[src/rtl/hsk_tx_port_pkg.sv]
// Shared constants for the byte-bus transmit port: handshake state codes
// and the default byte width.
package hsk_tx_port_pkg;

  localparam int BYTE_W = 8;

  // Handshake FSM state codes
  localparam logic [1:0] HSK_IDLE  = 2'b00;
  localparam logic [1:0] HSK_SETUP = 2'b01;
  localparam logic [1:0] HSK_REQ   = 2'b10;
  localparam logic [1:0] HSK_REL   = 2'b11;

  // Number of FIFO entries for a given pointer width
  function automatic int fifo_depth(input int depth_log2);
    return 1 << depth_log2;
  endfunction

endpackage

[src/rtl/hsk_tx_port_if.sv]
// External byte bus: data plus 4-phase req/ack pair.
// master = transmitter (this port), slave = receiver.
interface hsk_tx_port_if #(
  parameter int WIDTH = 8
);
  logic [WIDTH-1:0] bus_out;
  logic             hsk_req;
  logic             hsk_ack;

  modport master (output bus_out, output hsk_req, input hsk_ack);
  modport slave  (input bus_out, input hsk_req, output hsk_ack);
endinterface

[src/rtl/hsk_tx_port_sync_fifo.sv]
// Small synchronous FIFO: register array, wrapping rd/wr pointers, occupancy
// count, registered full/empty and a sticky overflow flag.
module hsk_tx_port_sync_fifo
  import hsk_tx_port_pkg::*;
#(
  parameter int WIDTH      = BYTE_W,
  parameter int DEPTH_LOG2 = 2
) (
  input  logic             clk,
  input  logic             clr,
  input  logic             wr_en,
  input  logic [WIDTH-1:0] wr_data,
  input  logic             rd_en,
  output logic [WIDTH-1:0] rd_data,
  output logic             full,
  output logic             empty,
  output logic             ovf
);

  localparam int DEPTH = fifo_depth(DEPTH_LOG2);
  localparam logic [DEPTH_LOG2:0] FULL_CNT = (DEPTH_LOG2+1)'(DEPTH);

  logic [WIDTH-1:0]      mem [DEPTH];
  logic [DEPTH_LOG2-1:0] wr_ptr, rd_ptr;
  logic [DEPTH_LOG2:0]   count, count_nxt;
  logic                  push, pop;

  assign push    = wr_en & ~full;
  assign pop     = rd_en & ~empty;
  assign rd_data = mem[rd_ptr];

  // Next occupancy; simultaneous push and pop leaves it unchanged
  always_comb begin
    count_nxt = count;
    case ({push, pop})
      2'b10:   count_nxt = count + 1'b1;
      2'b01:   count_nxt = count - 1'b1;
      default: count_nxt = count;
    endcase
  end

  // Storage array (no reset needed, contents qualified by count)
  always_ff @(posedge clk) begin
    if (push) mem[wr_ptr] <= wr_data;
  end

  // Pointers, count and status flags; full/empty follow count_nxt so they
  // are valid the cycle after the push or pop
  always_ff @(posedge clk) begin
    if (clr) begin
      wr_ptr <= '0;
      rd_ptr <= '0;
      count  <= '0;
      full   <= 1'b0;
      empty  <= 1'b1;
      ovf    <= 1'b0;
    end else begin
      if (push) wr_ptr <= wr_ptr + 1'b1;
      if (pop)  rd_ptr <= rd_ptr + 1'b1;
      count <= count_nxt;
      full  <= (count_nxt == FULL_CNT);
      empty <= (count_nxt == '0);
      if (wr_en & full) ovf <= 1'b1;
    end
  end

endmodule

[src/rtl/hsk_tx_port.sv]
// Transmit side of the byte-bus 4-phase handshake. Bytes from R_OUT are
// queued in a FIFO and sent one at a time over bus_out with req/ack.
module hsk_tx_port
  import hsk_tx_port_pkg::*;
#(
  parameter int WIDTH      = BYTE_W,
  parameter int DEPTH_LOG2 = 2,
  parameter int SYNC_STG   = 2
) (
  input  logic             g_clk,
  input  logic             g_clr,
  input  logic             wr_en,
  input  logic [WIDTH-1:0] data_in,
  output logic             full,
  output logic             empty,
  output logic             ovf,
  output logic             busy,
  hsk_tx_port_if.master    tx
);

  logic [1:0]          state;
  logic [SYNC_STG-1:0] ack_sync;
  logic                ack_s;
  logic                pop;
  logic [WIDTH-1:0]    head;

  // Pop only on the IDLE->SETUP edge; head is latched into bus_out there
  assign pop  = (state == HSK_IDLE) & ~empty;
  assign busy = (state != HSK_IDLE);

  hsk_tx_port_sync_fifo #(
    .WIDTH      (WIDTH),
    .DEPTH_LOG2 (DEPTH_LOG2)
  ) u_fifo (
    .clk     (g_clk),
    .clr     (g_clr),
    .wr_en   (wr_en),
    .wr_data (data_in),
    .rd_en   (pop),
    .rd_data (head),
    .full    (full),
    .empty   (empty),
    .ovf     (ovf)
  );

  // Ack is asynchronous: shift it through SYNC_STG flops before use
  always_ff @(posedge g_clk) begin
    if (g_clr) ack_sync <= '0;
    else       ack_sync <= {ack_sync[SYNC_STG-2:0], tx.hsk_ack};
  end
  assign ack_s = ack_sync[SYNC_STG-1];

  // Handshake FSM; req is a registered output so it never glitches, and
  // bus_out only changes on the IDLE->SETUP edge so it is stable for the
  // whole req/ack cycle and holds the last byte while idle
  always_ff @(posedge g_clk) begin
    if (g_clr) begin
      state      <= HSK_IDLE;
      tx.bus_out <= '0;
      tx.hsk_req <= 1'b0;
    end else begin
      case (state)
        HSK_IDLE: begin
          if (!empty) begin
            tx.bus_out <= head;
            state      <= HSK_SETUP;
          end
        end
        HSK_SETUP: begin
          tx.hsk_req <= 1'b1;
          state      <= HSK_REQ;
        end
        HSK_REQ: begin
          // an ack already high on entry is taken as the ack
          if (ack_s) begin
            tx.hsk_req <= 1'b0;
            state      <= HSK_REL;
          end
        end
        default: begin
          if (!ack_s) state <= HSK_IDLE;
        end
      endcase
    end
  end

endmodule

[src/flat_wrapper.sv]
// flat-port wrapper written by rule: the top's interface ports become plain ports
module hsk_tx_port_flat import hsk_tx_port_pkg::*;
#(
  parameter int WIDTH      = BYTE_W,
  parameter int DEPTH_LOG2 = 2,
  parameter int SYNC_STG   = 2
)
  (g_clk, g_clr, wr_en, data_in, full, empty, ovf, busy, tx_bus_out, tx_hsk_req, tx_hsk_ack);
  hsk_tx_port_if #(.WIDTH(WIDTH)) tx_i ();
  input  logic g_clk;
  input  logic g_clr;
  input  logic wr_en;
  input  logic [WIDTH-1:0] data_in;
  output logic full;
  output logic empty;
  output logic ovf;
  output logic busy;
  output wire logic [$bits(tx_i.bus_out)-1:0] tx_bus_out;
  output wire logic [$bits(tx_i.hsk_req)-1:0] tx_hsk_req;
  input wire logic [$bits(tx_i.hsk_ack)-1:0] tx_hsk_ack;
  assign tx_bus_out = tx_i.bus_out;
  assign tx_hsk_req = tx_i.hsk_req;
  assign tx_i.hsk_ack = tx_hsk_ack;
  hsk_tx_port #(.WIDTH(WIDTH), .DEPTH_LOG2(DEPTH_LOG2), .SYNC_STG(SYNC_STG)) u_core (.g_clk(g_clk), .g_clr(g_clr), .wr_en(wr_en), .data_in(data_in), .full(full), .empty(empty), .ovf(ovf), .busy(busy), .tx(tx_i));
endmodule
[config.mk]
export PLATFORM = sky130hd
export DESIGN_NAME = hsk_tx_port_flat
export DESIGN_NICKNAME = d
export VERILOG_FILES = /design/src/rtl/hsk_tx_port_pkg.sv /design/src/rtl/hsk_tx_port_if.sv /design/src/rtl/hsk_tx_port_sync_fifo.sv /design/src/rtl/hsk_tx_port.sv /design/src/flat_wrapper.sv
export SDC_FILE = /design/constraint.sdc
export NUM_CORES = 1
export LEC_CHECK = 0
export BUFFER_PORTS_ARGS = -buffer_cell sky130_fd_sc_hd__clkbuf_2
export CORE_ASPECT_RATIO = 1.5
export CORE_MARGIN = 5
export CORE_UTILIZATION = 60
export CTS_CLUSTER_DIAMETER = 50
export DETAILED_ROUTE_END_ITERATION = 6
export GPL_TIMING_DRIVEN = 0
export MAX_ROUTING_LAYER = met4
export PLACE_DENSITY = 0.78
export SLEW_MARGIN = 20
export SYNTH_ARGS = -nofsm -noshare
export SYNTH_HDL_FRONTEND = slang
export SYNTH_SLANG_ARGS = --single-unit
[constraint.sdc]
create_clock -name g_clk -period 7.22 [get_ports g_clk]
set_clock_uncertainty 0.1 [all_clocks]
set_input_delay 1.444 -clock g_clk [delete_from_list [all_inputs] [get_ports g_clk]]
set_output_delay 1.444 -clock g_clk [all_outputs]
set_load 0.01 [all_outputs]
; After elaboration in Yosys (flattened, before gate mapping)
; Memories as Yosys holds them, arrays and structs flattened. A register that Yosys moved wholly into a read port is not among the register bits.
; Index checks and enable logic that the tools add are counted.
[classes]
muxes = 9
bitwise_logic = 6
n_eq_ne = 8
add_sub_neg = 4
n_reduce_logical = 7
[ops]
columns = op, count
row1 = 2-bit two-way mux, 3
row2 = 2-bit one-hot mux with 3 select lines, 1
row3 = 3-bit one-hot mux with 2 select lines, 1
row4 = 2-bit by 1-bit adder with 2-bit output (second input constant), 2
row5 = 1-bit AND, 4
row6 = 2-bit by 1-bit equality test with 1-bit output (second input constant), 2
row7 = 2-bit equality test (second input constant), 2
row8 = 4-bit != test (second input constant), 1
row9 = 2-bit AND reduction, 2
row10 = 2-bit nonzero test, 2
row11 = 3-bit by 1-bit adder with 3-bit output (second input constant), 1
row12 = 3-bit equality test (second input constant), 1
row13 = 3-bit zero test, 1
row14 = 1-bit two-way mux, 3
row15 = 3-bit AND reduction, 1
row16 = 3-bit by 1-bit subtractor with 3-bit output (second input constant), 1
row17 = 2-bit zero test, 1
row18 = 2-bit by 1-bit != test with 1-bit output (second input constant), 1
row19 = 2-bit != test (second input constant), 1
row20 = 1-bit NOT, 2
row21 = 1-bit one-hot mux with 2 select lines, 1
[word_totals]
ramBits = 32
in_bits = 12
out_inout_bits = 13
elab_cells = 44
regBits = 15
memories = 1
[mem_list]
columns = memory, words, width, read_ports, rd_ports_with_merged_regs, wr, line_no
row1 = u_core.u_fifo.mem, 4, 8, 1, 1, 1, hsk_tx_port_sync_fifo.sv:23  ; logic [WIDTH-1:0] mem [DEPTH];

; Depth between registers and ports, before layout
[logic_depth]
ltp_word = 6
depth_mapped = 11
depth_no_buf = 10

; By module
; From an unflattened synthesis, not the netlist that was laid out.
[hier_totals]
cells_unflattened = 163
hier_area_um2 = 2254.7
[modules_own_cells]
columns = module, cells_per_inst, area_per_inst_um2, instances
row1 = hsk_tx_port_sync_fifo, 100, 1721.7, 1
row2 = hsk_tx_port, 63, 533.0, 1

; Least setup slack after synthesis
; Ideal clock, no wire load.
[synth_path]
path_kind = input to register
start = in wr_en
end = reg u_core.u_fifo.full
arrival_ns = 3.111
cell_stages = 9
path_slack_ns = 3.929
setup_time_ns = 0.079
required_ns = 7.041
path_cell_list = nor2b_1 -> clkbuf_1 -> inv_1 -> ha_1 -> inv_1 -> fa_1 -> xor2_1 -> or3_1 -> a211oi_2
[synth_via]
elab_chain_cells = 4
[synth_lines]
columns = element, line_no
row1 = "start, declared", flat_wrapper.sv:12  ; input logic wr_en;
row2 = 1-bit AND *, hsk_tx_port_sync_fifo.sv:28  ; assign push = wr_en & ~full;
row3 = 2-bit by 1-bit equality test with 1-bit output / 2-bit equality test (equally long branches), hsk_tx_port_sync_fifo.sv:35  ; case ({push, pop})
row4 = 3-bit one-hot mux with 2 select lines *, hsk_tx_port_sync_fifo.sv:35
row5 = 3-bit equality test *, hsk_tx_port_sync_fifo.sv:61  ; full <= (count_nxt == FULL_CNT);
row6 = "end signal, assigned", hsk_tx_port_sync_fifo.sv:61
row7 = "end, declared", hsk_tx_port_sync_fifo.sv:15  ; output logic full,
; Every way passes the cells marked *; elsewhere a longest branch is shown, timed or not.
; A chain may end at the register's enable or synchronous reset.

; Worst setup path in the final report
; Ends and elaborated chain as after synthesis.

==> impl_metrics.env <==
export IMPL_vias=1269
export IMPL_fp_dieH_um=84.09
export IMPL_worstPathMaxFanout=7
export IMPL_row_count=27
export IMPL_cts_hold_buf=0
export IMPL_antenna_found_initial=0
export IMPL_fin_crit_sh_pct=44.88
export IMPL_arrival_ns=3.36
export IMPL_cp_required_ns=7.34
export IMPL_initial_utilization_pct=60.75
export IMPL_gp_congestion=0.7605
export IMPL_clock_fmax_mhz=308.6
export IMPL_io_pins=25
export IMPL_netlist_cell_type_count=32
export IMPL_worst_pin_slew_ns=0.5052
export IMPL_die_w_um=59.40
export IMPL_root_buffer="clkbuf_8"
export IMPL_ys_ff_latch=55
export IMPL_leakagePower_nw=0.9349
export IMPL_overflow=0
export IMPL_grt_pass1_vias=1307
export IMPL_syn_nets=183
export IMPL_fin_ws_ns=3.980
export IMPL_insertion_delay_ns=0.30
export IMPL_fillers=261
export IMPL_grt_pass1_wl_mm=6.016
export IMPL_htreeDepth=2
export IMPL_syn2layout_area_growth_pct=11.91
export IMPL_setup_violations=0
export IMPL_slew_headroom_pct=66.32
export IMPL_hp_class="reg2reg"
export IMPL_path_clk_slew_ns=0.09
export IMPL_grt_max_degree=18
export IMPL_dp_hpwl_mm=2.712
export IMPL_grt_setup_unrepaired="false"
export IMPL_cts_buffers=5
export IMPL_finalWirelength_mm=3.609
export IMPL_grt_usage_pct=17.03
export IMPL_yosys_warnings=0
export IMPL_drive_above_1_share_pct=23.71
export IMPL_outcome="completed"
export IMPL_syn_mean_instance_area_sq_um=13.55
export IMPL_setup_tns_ns=0
export IMPL_finish_utilization_pct=67.98
export IMPL_insertedDiodeCount=0
export IMPL_core_sq_mm=0.003615
export IMPL_postRouteAntennaNets=0
export IMPL_ys_seq_area_share_pct=64.73
export IMPL_numClockSinks=55
export IMPL_drc_errors=0
export IMPL_die_area_sq_mm=0.004995
export IMPL_ir_drop_mv=0.2511
export IMPL_cp_start_kind="input port"
export IMPL_dr_pass1_iters=4
export IMPL_synth_cells=162
export IMPL_cts_tree="built"
export IMPL_pre_cts_ws_ns=3.661
export IMPL_nets=214
export IMPL_max_cap_viol_count=0
export IMPL_powerDensity_mw_per_mm2=359.7
export IMPL_clock_path_buffers=2
export IMPL_holdWs_ns=0.3582
export IMPL_routedWlPerCell_um=15.23
export IMPL_period_minus_slack_ns=3.240
export IMPL_io_buffers=24
export IMPL_slew_viol_final=0
export IMPL_criticalPathCategory="in2reg"
export IMPL_ctsResizeCount=0
export IMPL_via_per_inst=5.354
export IMPL_initialDrtViolationCount=46
export IMPL_final_hold_viol_count=0
export IMPL_total_power_uw=883.8
export IMPL_syn_area_sq_mm=0.002196
export IMPL_endpoint_kind="flip-flop"
export IMPL_post_cts_buffers=0
[cell type report]
| cell class | instances | area, sq um | area share, % |
|---|---|---|---|
| well taps | 43 | 53.80 | 2.189 |
| repair buffers | 24 | 120.1 | 4.888 |
| flip-flops and latches | 55 | 1421 | 57.84 |
| inverters | 11 | 41.29 | 1.680 |
| plain buffers | 7 | 37.54 | 1.527 |
| multi-input cells | 89 | 695.7 | 28.31 |
| clock buffers | 5 | 68.82 | 2.800 |
| clock inverters | 3 | 18.77 | 0.7637 |
[cell usage in the layout (no fill, tap or decap), types with 2 or more instances in the layout]
master	count
a21oi_1	13
nor2_1	9
nand2b_1	3
nor2b_1	5
a31oi_1	2
clkbuf_1	2
xnor2_1	2
clkinv_2	2
dfxtp_1	23
mux4_2	8
inv_1	10
xor2_1	3
clkbuf_2	24
edfxtp_1	32
ha_1	8
clkbuf_8	5
and2_1	4
o21a_1	2
buf_2	3
nand2_1	18
[path summary, 6_finish.rpt]
path,startpoint,endpoint,cells past startpoint,slack (ns)
worst max-delay path,wr_en,u_core.u_fifo.full,10,3.98
worst min-delay path,u_core.ack_sync[0],u_core.ack_sync[1],1,0.36
worst min register to register,u_core.ack_sync[0],u_core.ack_sync[1],1,0.36
worst max register to register,u_core.state[0],u_core.u_fifo.full,11,4.45
[critical path: stages]
cell and delay [ns]:
clkbuf_2 0.08, nor2b_1 0.11, clkbuf_1 0.17, inv_1 0.09, ha_1 0.17, inv_1 0.06, fa_1 0.39, xor2_1 0.20
or3_1 0.36, a211oi_2 0.26
[kinds of logic after synthesis]
logic type / share of synthesized area (%)
AOI/OAI and AO/OA: 5.983
and+or+nand+nor: 9.573
muxes: 8.661
DFF: 64.73
buffers and inverters: 3.589
xor gates and xnor gates: 1.995
adders and majority gates: 5.470
[routing by layer]
layer	GRT usage [%]	vias up	share of wire [%]
li1	-	628	-
met1	17.83	596	37
met2	29.15	37	56
met3	4.334	8	4.9
met4	7.216	0	2.0
met5	-	-	0
[registers in the layout (all words and copies together), names as in the netlist]
register              flops
u_core.u_fifo.full        1
u_core.ack_sync           2
u_core.u_fifo.empty       1
u_core.state              2
u_core.tx.bus_out         8
u_core.tx.hsk_req         1
u_core.u_fifo.wr_ptr      2
u_core.u_fifo.ovf         1
u_core.u_fifo.count       3
u_core.u_fifo.rd_ptr      2
u_core.u_fifo.mem        32
[report_power, final]
| group | internal, mW | switching [mW] |
|---|---|---|
| combinational | 0.134 | 0.167 |
| sequential | 0.390 | 0.0286 |
| clock | 0.0684 | 0.0948 |
| total | 0.593 | 0.291 |
[stage by stage]
step / cell area (sq um) / std cells
2_1_floorplan: 2196 / 162
3_3_place_gp: 2370 / 229
3_5_place_dp: 2370 / 229
4_1_cts: 2457 / 237
5_1_grt: 2457 / 237
6_report: 2457 / 237
[synth_stat cells, drive strengths merged]
cell | number | share of area [%]
a31oi | 2 | 0.57
o21ai | 1 | 0.23
buf | 5 | 1.4
fa | 1 | 0.91
nand3b | 1 | 0.34
and3 | 1 | 0.29
ha | 8 | 4.6
mux4 | 8 | 8.2
o31ai | 1 | 0.34
nor2b | 5 | 1.4
inv | 11 | 1.9
mux2i | 1 | 0.46
nand2b | 3 | 0.85
dfxtp | 23 | 21
o21a | 2 | 0.68
clkbuf | 2 | 0.34
a21oi | 13 | 3.0
and3b | 1 | 0.40
a211oi | 2 | 0.91
or3 | 1 | 0.29
xor2 | 3 | 1.2
edfxtp | 32 | 44
nand2 | 18 | 3.1
nor3 | 1 | 0.23
o22ai | 1 | 0.29
xnor2 | 2 | 0.80
and2 | 4 | 1.1
nor2 | 9 | 1.5
(Power assumes the default switching activity.)
